## src/rtl/dq_tablo_kontrol.sv

```systemverilog
// Dequantizer quantization-table store, DQT payload loader and MCU block scheduler.
// Answers (row,col) lookups one cycle after the request for the table selected by the current block.
module dq_tablo_kontrol #(
  parameter int TABLO_SAYISI = 4,
  parameter int DQ_TABLO_BIT = 8,
  parameter int BLOCK_BIT    = 3
) (
  input  logic                          clk_i,
  input  logic                          rst_i,
  input  logic [7:0]                    dqt_veri_i,
  input  logic                          dqt_gecerli_i,
  output logic                          dqt_hazir_o,
  output logic                          dqt_tablo_son_o,
  output logic                          dqt_hata_o,
  input  logic [2:0]                    cfg_y_blok_i,
  input  logic [1:0]                    cfg_bilesen_i,
  input  logic [3*$clog2(TABLO_SAYISI)-1:0] cfg_tablo_i,
  input  logic                          cerceve_bas_i,
  input  logic [BLOCK_BIT-1:0]          sorgu_row_i,
  input  logic [BLOCK_BIT-1:0]          sorgu_col_i,
  input  logic                          sorgu_gecerli_i,
  input  logic                          sorgu_blok_son_i,
  output logic [DQ_TABLO_BIT-1:0]       sorgu_deger_o,
  output logic                          sorgu_gecerli_o,
  output logic [1:0]                    aktif_bilesen_o,
  output logic [$clog2(TABLO_SAYISI)-1:0] aktif_tablo_o,
  output logic [1:0]                    dbg_durum_o
);

  localparam int TQ_BIT = $clog2(TABLO_SAYISI);
  localparam int AW     = TQ_BIT + 2 * BLOCK_BIT;

  // Zigzag position k -> natural index row*8+col.
  localparam logic [5:0] ZZ [64] = '{
    6'd0,  6'd1,  6'd8,  6'd16, 6'd9,  6'd2,  6'd3,  6'd10,
    6'd17, 6'd24, 6'd32, 6'd25, 6'd18, 6'd11, 6'd4,  6'd5,
    6'd12, 6'd19, 6'd26, 6'd33, 6'd40, 6'd48, 6'd41, 6'd34,
    6'd27, 6'd20, 6'd13, 6'd6,  6'd7,  6'd14, 6'd21, 6'd28,
    6'd35, 6'd42, 6'd49, 6'd56, 6'd57, 6'd50, 6'd43, 6'd36,
    6'd29, 6'd22, 6'd15, 6'd23, 6'd30, 6'd37, 6'd44, 6'd51,
    6'd58, 6'd59, 6'd52, 6'd45, 6'd38, 6'd31, 6'd39, 6'd46,
    6'd53, 6'd60, 6'd61, 6'd54, 6'd47, 6'd55, 6'd62, 6'd63
  };

  typedef enum logic [1:0] {
    BOSTA = 2'd0,
    YUKLE = 2'd1,
    ATLA  = 2'd2
  } durum_t;

  durum_t                  r_durum;
  logic [6:0]              r_sayac;
  logic [TQ_BIT-1:0]       r_tq;
  logic [TABLO_SAYISI-1:0] r_yuklu;
  logic                    r_hazir;
  logic                    r_son;
  logic                    r_hata;
  logic [DQ_TABLO_BIT-1:0] r_ram [0:2**AW-1];
  logic [DQ_TABLO_BIT-1:0] r_deger;
  logic                    r_sorgu_gec;
  logic [2:0]              r_blk;

  logic                    w_kabul;
  logic [3:0]              w_pq;
  logic [3:0]              w_tq_hdr;
  logic                    w_yaz;
  logic [AW-1:0]           w_yaz_adr;
  logic [AW-1:0]           w_oku_adr;
  logic                    w_ilerle;
  logic [3:0]              w_son_blk;
  logic [1:0]              w_bilesen;
  logic [TQ_BIT-1:0]       w_aktif_tablo;

  // Handshake: a DQT byte transfers on every rising edge where dqt_gecerli_i && dqt_hazir_o;
  // the producer holds dqt_veri_i stable while valid is high and hazir is low.
  assign w_kabul   = dqt_gecerli_i && r_hazir;
  assign w_pq      = dqt_veri_i[7:4];
  assign w_tq_hdr  = dqt_veri_i[3:0];
  assign w_yaz     = w_kabul && (r_durum == YUKLE);
  assign w_yaz_adr = {r_tq, ZZ[r_sayac[5:0]]};
  assign w_oku_adr = {w_aktif_tablo, sorgu_row_i, sorgu_col_i};

  always_ff @(posedge clk_i) begin
    if (rst_i) begin
      r_durum <= BOSTA;
      r_sayac <= '0;
      r_tq    <= '0;
      r_yuklu <= '0;
      r_hazir <= 1'b0;
      r_son   <= 1'b0;
      r_hata  <= 1'b0;
    end else begin
      r_hazir <= 1'b1;
      r_son   <= 1'b0;
      case (r_durum)
        BOSTA: begin
          if (w_kabul) begin
            if ((w_pq == 4'd0) && (int'(w_tq_hdr) < TABLO_SAYISI)) begin
              r_durum <= YUKLE;
              r_sayac <= '0;
              r_tq    <= w_tq_hdr[TQ_BIT-1:0];
            end else begin
              // 16-bit precision (or any Pq!=0) payloads are twice as long.
              r_hata  <= 1'b1;
              r_durum <= ATLA;
              r_sayac <= (w_pq == 4'd0) ? 7'd63 : 7'd127;
            end
          end
        end
        YUKLE: begin
          if (w_kabul) begin
            if (r_sayac == 7'd63) begin
              r_yuklu[r_tq] <= 1'b1;
              r_son         <= 1'b1;
              r_durum       <= BOSTA;
            end else begin
              r_sayac <= r_sayac + 7'd1;
            end
          end
        end
        ATLA: begin
          if (w_kabul) begin
            if (r_sayac == 7'd0) r_durum <= BOSTA;
            else r_sayac <= r_sayac - 7'd1;
          end
        end
        default: r_durum <= BOSTA;
      endcase
    end
  end

  // Written alone so the store carries no reset; a same-edge read sees the old entry.
  always_ff @(posedge clk_i) begin
    if (w_yaz) r_ram[w_yaz_adr] <= dqt_veri_i;
  end

  assign w_ilerle  = sorgu_gecerli_i && sorgu_blok_son_i;
  assign w_son_blk = {1'b0, cfg_y_blok_i} + ((cfg_bilesen_i == 2'd3) ? 4'd2 : 4'd0) - 4'd1;

  always_ff @(posedge clk_i) begin
    if (rst_i) begin
      r_deger     <= '0;
      r_sorgu_gec <= 1'b0;
      r_blk       <= '0;
    end else begin
      r_sorgu_gec <= sorgu_gecerli_i;
      if (sorgu_gecerli_i) begin
        r_deger <= r_yuklu[w_aktif_tablo] ? r_ram[w_oku_adr] : DQ_TABLO_BIT'(1);
      end
      if (cerceve_bas_i) begin
        r_blk <= '0;
      end else if (w_ilerle) begin
        r_blk <= ({1'b0, r_blk} >= w_son_blk) ? 3'd0 : r_blk + 3'd1;
      end
    end
  end

  always_comb begin
    w_bilesen = 2'd0;
    if (r_blk >= cfg_y_blok_i) w_bilesen = r_blk[1:0] - cfg_y_blok_i[1:0] + 2'd1;
  end

  always_comb begin
    w_aktif_tablo = cfg_tablo_i[TQ_BIT-1:0];
    case (w_bilesen)
      2'd1:    w_aktif_tablo = cfg_tablo_i[2*TQ_BIT-1:TQ_BIT];
      2'd2:    w_aktif_tablo = cfg_tablo_i[3*TQ_BIT-1:2*TQ_BIT];
      default: w_aktif_tablo = cfg_tablo_i[TQ_BIT-1:0];
    endcase
  end

  assign dqt_hazir_o     = r_hazir;
  assign dqt_tablo_son_o = r_son;
  assign dqt_hata_o      = r_hata;
  assign sorgu_deger_o   = r_deger;
  assign sorgu_gecerli_o = r_sorgu_gec;
  assign aktif_bilesen_o = w_bilesen;
  assign aktif_tablo_o   = w_aktif_tablo;
  assign dbg_durum_o     = r_durum;

endmodule

```

## config.mk

```make
export PLATFORM = sky130hd
export DESIGN_NAME = dq_tablo_kontrol
export DESIGN_NICKNAME = d
export VERILOG_FILES = /design/src/rtl/dq_tablo_kontrol.sv
export SDC_FILE = /design/constraint.sdc
export NUM_CORES = 2
export LEC_CHECK = 0
export BUFFER_PORTS_ARGS = -buffer_cell sky130_fd_sc_hd__buf_2
export CAP_MARGIN = 20
export CORE_UTILIZATION = 35
export DETAILED_ROUTE_END_ITERATION = 7
export GPL_TIMING_DRIVEN = 0
export REMOVE_ABC_BUFFERS = 1
export SETUP_SLACK_MARGIN = 0.05
export SYNTH_ARGS = -nofsm -noshare
export SYNTH_HDL_FRONTEND = slang
export SYNTH_SLANG_ARGS = --single-unit
```

## constraint.sdc

```tcl
create_clock -name clk_i -period 4.15 [get_ports clk_i]
set_clock_uncertainty 0.05 [all_clocks]
set_input_delay 0.415 -clock clk_i [delete_from_list [all_inputs] [get_ports clk_i]]
set_output_delay 0.415 -clock clk_i [all_outputs]
set_load 0.01 [all_outputs]
```

==> summary by stage <==
Status
The flow ran to the end, and the final reports show no timing, DRC or antenna violations.

Setup path
The highest fanout seen on the critical path is 16. Counting both buffers and inverters, the worst setup path holds a total of 4. The required time at the worst-slack endpoint is between 4 and 5 ns. The critical path's largest stage delay is 0.60 ns.

The cell family contributing the most delay on the critical path is multiplexers. STA classifies the critical path endpoint as a register. The critical path in this run is classified as register to register.

The data arrival at the endpoint of the critical path is between 4 and 5 ns. The slowest stage of the critical path is the sky130_fd_sc_hd__mux4_2 cell. The category of the worst setup path launch point is a register. The critical path goes through inv_1, ha_2, inv_1, mux4_2, mux4_2, nor3_4, buf_12, nand2b_2, buf_12, nor2_4.

Logic synthesis
In the synthesized netlist the async set-or-reset flop fraction comes to 0%. The most frequently used flop master after synthesis is sky130_fd_sc_hd__edfxtp_1. The post-synth design cell area is 82900 um^2.

The number of distinct library cells after synthesis is 78. The portion of the post-synthesis area used by sequential elements is 74.9%. The synthesized design contains 2048 enable-type register cells. The synthesized design spends more area on one cell type than any other, namely sky130_fd_sc_hd__edfxtp_1. After synthesis, the cell types taking the most area are sky130_fd_sc_hd__edfxtp_1 (74%), sky130_fd_sc_hd__mux4_2 (11%), sky130_fd_sc_hd__mux2i_1 (3.4%). Counting flops and latches in the post-synthesis netlist gives between 2000 and 2500.

The top cell type's share of synthesized area is 74.2%. The total number of yosys warnings is 0. Synthesis produced 4214 cells. The mean area per synthesized cell is 19.7 um^2.

Timing
The final hold violation count came to 0. Setup violations remaining at the end of the flow were counted as 0. Summed over all failing endpoints, the final setup total negative slack is 0 ns.

Subtracting the final worst setup slack from the clock period gives 4.04 ns. Derived from the worst setup path, the maximum achievable clock frequency is 0.247 GHz. The worst hold-check slack is 0.0764 ns. For the pin with the worst max-slew slack, the measured transition is 1.31 ns.

After layout, the worst setup slack is 0.107 ns. The final worst-path cycle share is 97.4%. In this run the tightest slew margin relative to its limit is 12.7%.

Setup repair after global routing could not meet its margin everywhere. The number of max-slew violations in the final report is 0.

Placement
During placement, the flow inserted port buffers numbering 48. The half-perimeter wire length of the detailed placement result is 133000 um. Including well taps, the total number of placed cells is 7222.

The routability-driven placement congestion ratio is 0.765. The minimum setup slack after placement is -1.46 ns. In this run the cell area measured after placement is 87200 um^2.

Cells and area
The area growth from synthesis to layout is 16.2%. In the final layout, the share of cells above drive strength 1 is 25.7%. The final layout contains ~4400 nets. In the layout the commonest cells are sky130_fd_sc_hd__edfxtp_1 (2048), sky130_fd_sc_hd__mux4_2 (395), sky130_fd_sc_hd__mux2i_1 (281), sky130_fd_sc_hd__nor2_4 (211), sky130_fd_sc_hd__clkbuf_16 (202). The cell area after layout is 96300 um^2. The count of non-filler cells in the finished layout is 7627. The final core area utilization is 40.9%. The library cell used most frequently in the layout, excluding fill and tap cells, is sky130_fd_sc_hd__edfxtp_1. The antenna cell count is 0.

Floorplanning
49 I/O pins were placed. The number of placement rows is approximately 180. The floorplan step defined a die boundary enclosing 239000 um^2. The floorplan step set the die height to 489 um. The core area is about 240000 um^2.

The horizontal die dimension is 489 um. The starting utilization of the core area is 35.2%.

Detailed routing
The via-per-instance ratio is 5.59. The detailed route wirelength on metal3 is 16700 um. The total number of vias is 42600.

The number of design rule violations left after detail routing is 0. The count of nets left with antenna violations once routing finished came out at 0. The total met2 wirelength after detailed routing is between 100000 and 150000 um. After detailed routing, the total wire length is 222000 um. The pre-antenna-repair detailed-routing pass consisted of 5 iterations.

The uppermost layer routed is met5. After detailed routing, the wire length on met1 is between 90000 and 100000 um. The starting DRC count in detailed routing is 4433. In the final routed layout, each cell accounts on average for 29.2 um.

Worst hold path
In this run the worst hold path is classified as input pin to register.

CTS
At the later pin of the worst-skew pair, clock insertion delay measures roughly 0.84 ns. The maximum clock insertion buffer count is 3. The deepest level of the CTS H-tree is 4. The clock sink count is 2078. The root buffer selected by CTS is sky130_fd_sc_hd__clkbuf_16. The number of clock buffers added by TritonCTS is 202. The CTS tree is yes.

The clock transition at the registers of the reported paths is 0.06 ns.

Global route
The total congestion overflow is 0. The initial antenna violation count came to 4. Global routing used a little under a fifth of the available tracks across all layers. The largest net degree at the start of global routing is 157.

The first-pass GRT wire length is 316000 um. The via count of the first global-routing pass is about 42000.

Power and ir drop
The worst vdd rail ir drop is roughly 470 uV. The power per cell area is 465 nW/um^2. The overall power consumption is 44.7 mW.

The static leakage is 29.7 nW.

Run
The number of max-capacitance violations reported is 0.
==> final timing paths <==
| check | slack [ns] | end | cells after the start | start |
|---|---|---|---|---|
| setup / recovery | 0.11 | r_ram[70][2]$_DFFE_PP_ | 10 | r_sayac[0]$_SDFFE_PP0P_ |
| hold / removal | 0.08 | r_ram[106][1]$_DFFE_PP_ | 1 | dqt_veri_i[1] |
| setup reg to reg | 0.11 | r_ram[70][2]$_DFFE_PP_ | 10 | r_sayac[0]$_SDFFE_PP0P_ |
| hold reg to reg | 0.43 | r_yuklu[3]$_SDFFE_PP0P_ | 1 | r_yuklu[3]$_SDFFE_PP0P_ |
==> Yosys cell counts, drive strengths merged, types with 8 or more instances <==
library cell and number:
nor2b 25, o31ai 8, nor4 11, edfxtp 2048, nor2 328, nand2b 26, a211oi 26, o21ai 79
ha 31, and2 10, a22o 11, o211ai 8, nand2 95, inv 28, a221o 33, nor3 39
mux2i 282, nand4 11, a22oi 55, buf 171, nand3 54, a21oi 69, dfxtp 30, mux4 412
clkbuf 90, o22ai 8, a31oi 25, a221oi 101
==> metal layers <==
metal	GRT usage, %	vias up
li1	-	17700
met1	25.6	22900
met2	29.8	1735
met3	3.28	274
met4	5.53	4
met5	0	-
==> state kept, by name (all words and copies together), names as in the netlist <==
| name | flops |
|---|---|
| r_tq | 2 |
| dqt_hata_o | 1 |
| sorgu_deger_o | 8 |
| dqt_hazir_o | 1 |
| r_ram | 2048 |
| dqt_tablo_son_o | 1 |
| sorgu_gecerli_o | 1 |
| r_sayac | 7 |
| r_blk | 3 |
| r_yuklu | 4 |
| dbg_durum_o | 2 |
==> area by class of cell <==
cell class / instances / area [um^2]
clock buffers: 265 / 5430
clock inverters: 100 / 1110
fillers: 20700 / 139000
inverters: 29 / 133
multi-input cells: 1846 / 21100
flip-flops and latches: 2078 / 62100
well taps: 3150 / 3940
repair buffers: 159 / 2450
==> logic make-up after synthesis <==
logic type	after synthesis	share of synthesized area (%)
AOI/OAI and AO/OA	473	4.14
adders and majority gates	33	0.516
and+or+nand+nor	634	3.49
muxes	701	14.8
xor gates and xnor gates	5	0.0529
buffers and inverters	290	2.07
DFF	2078	74.9
==> power breakdown <==
| group | internal [mW] | leakage [nW] | total, mW | switching, mW |
|---|---|---|---|---|
| registers | 23.1 | 18.6 | 23.1 | 0.0731 |
| logic | 1.09 | 7.85 | 3.36 | 2.27 |
| clock network | 10.3 | 3.18 | 18.2 | 7.94 |
==> repair_timing <==
action                                  4_1_cts  5_1_grt
endpoints found under the hold margin       209        0
cloned                                        3        0
setup buffers                                22        4
gates resized for setup                     398      128
endpoints found under the setup margin     2033     1706
hold buffers                                 11        0
pin swaps                                     7        7
Note: power is estimated with default switching activity, not from simulation.
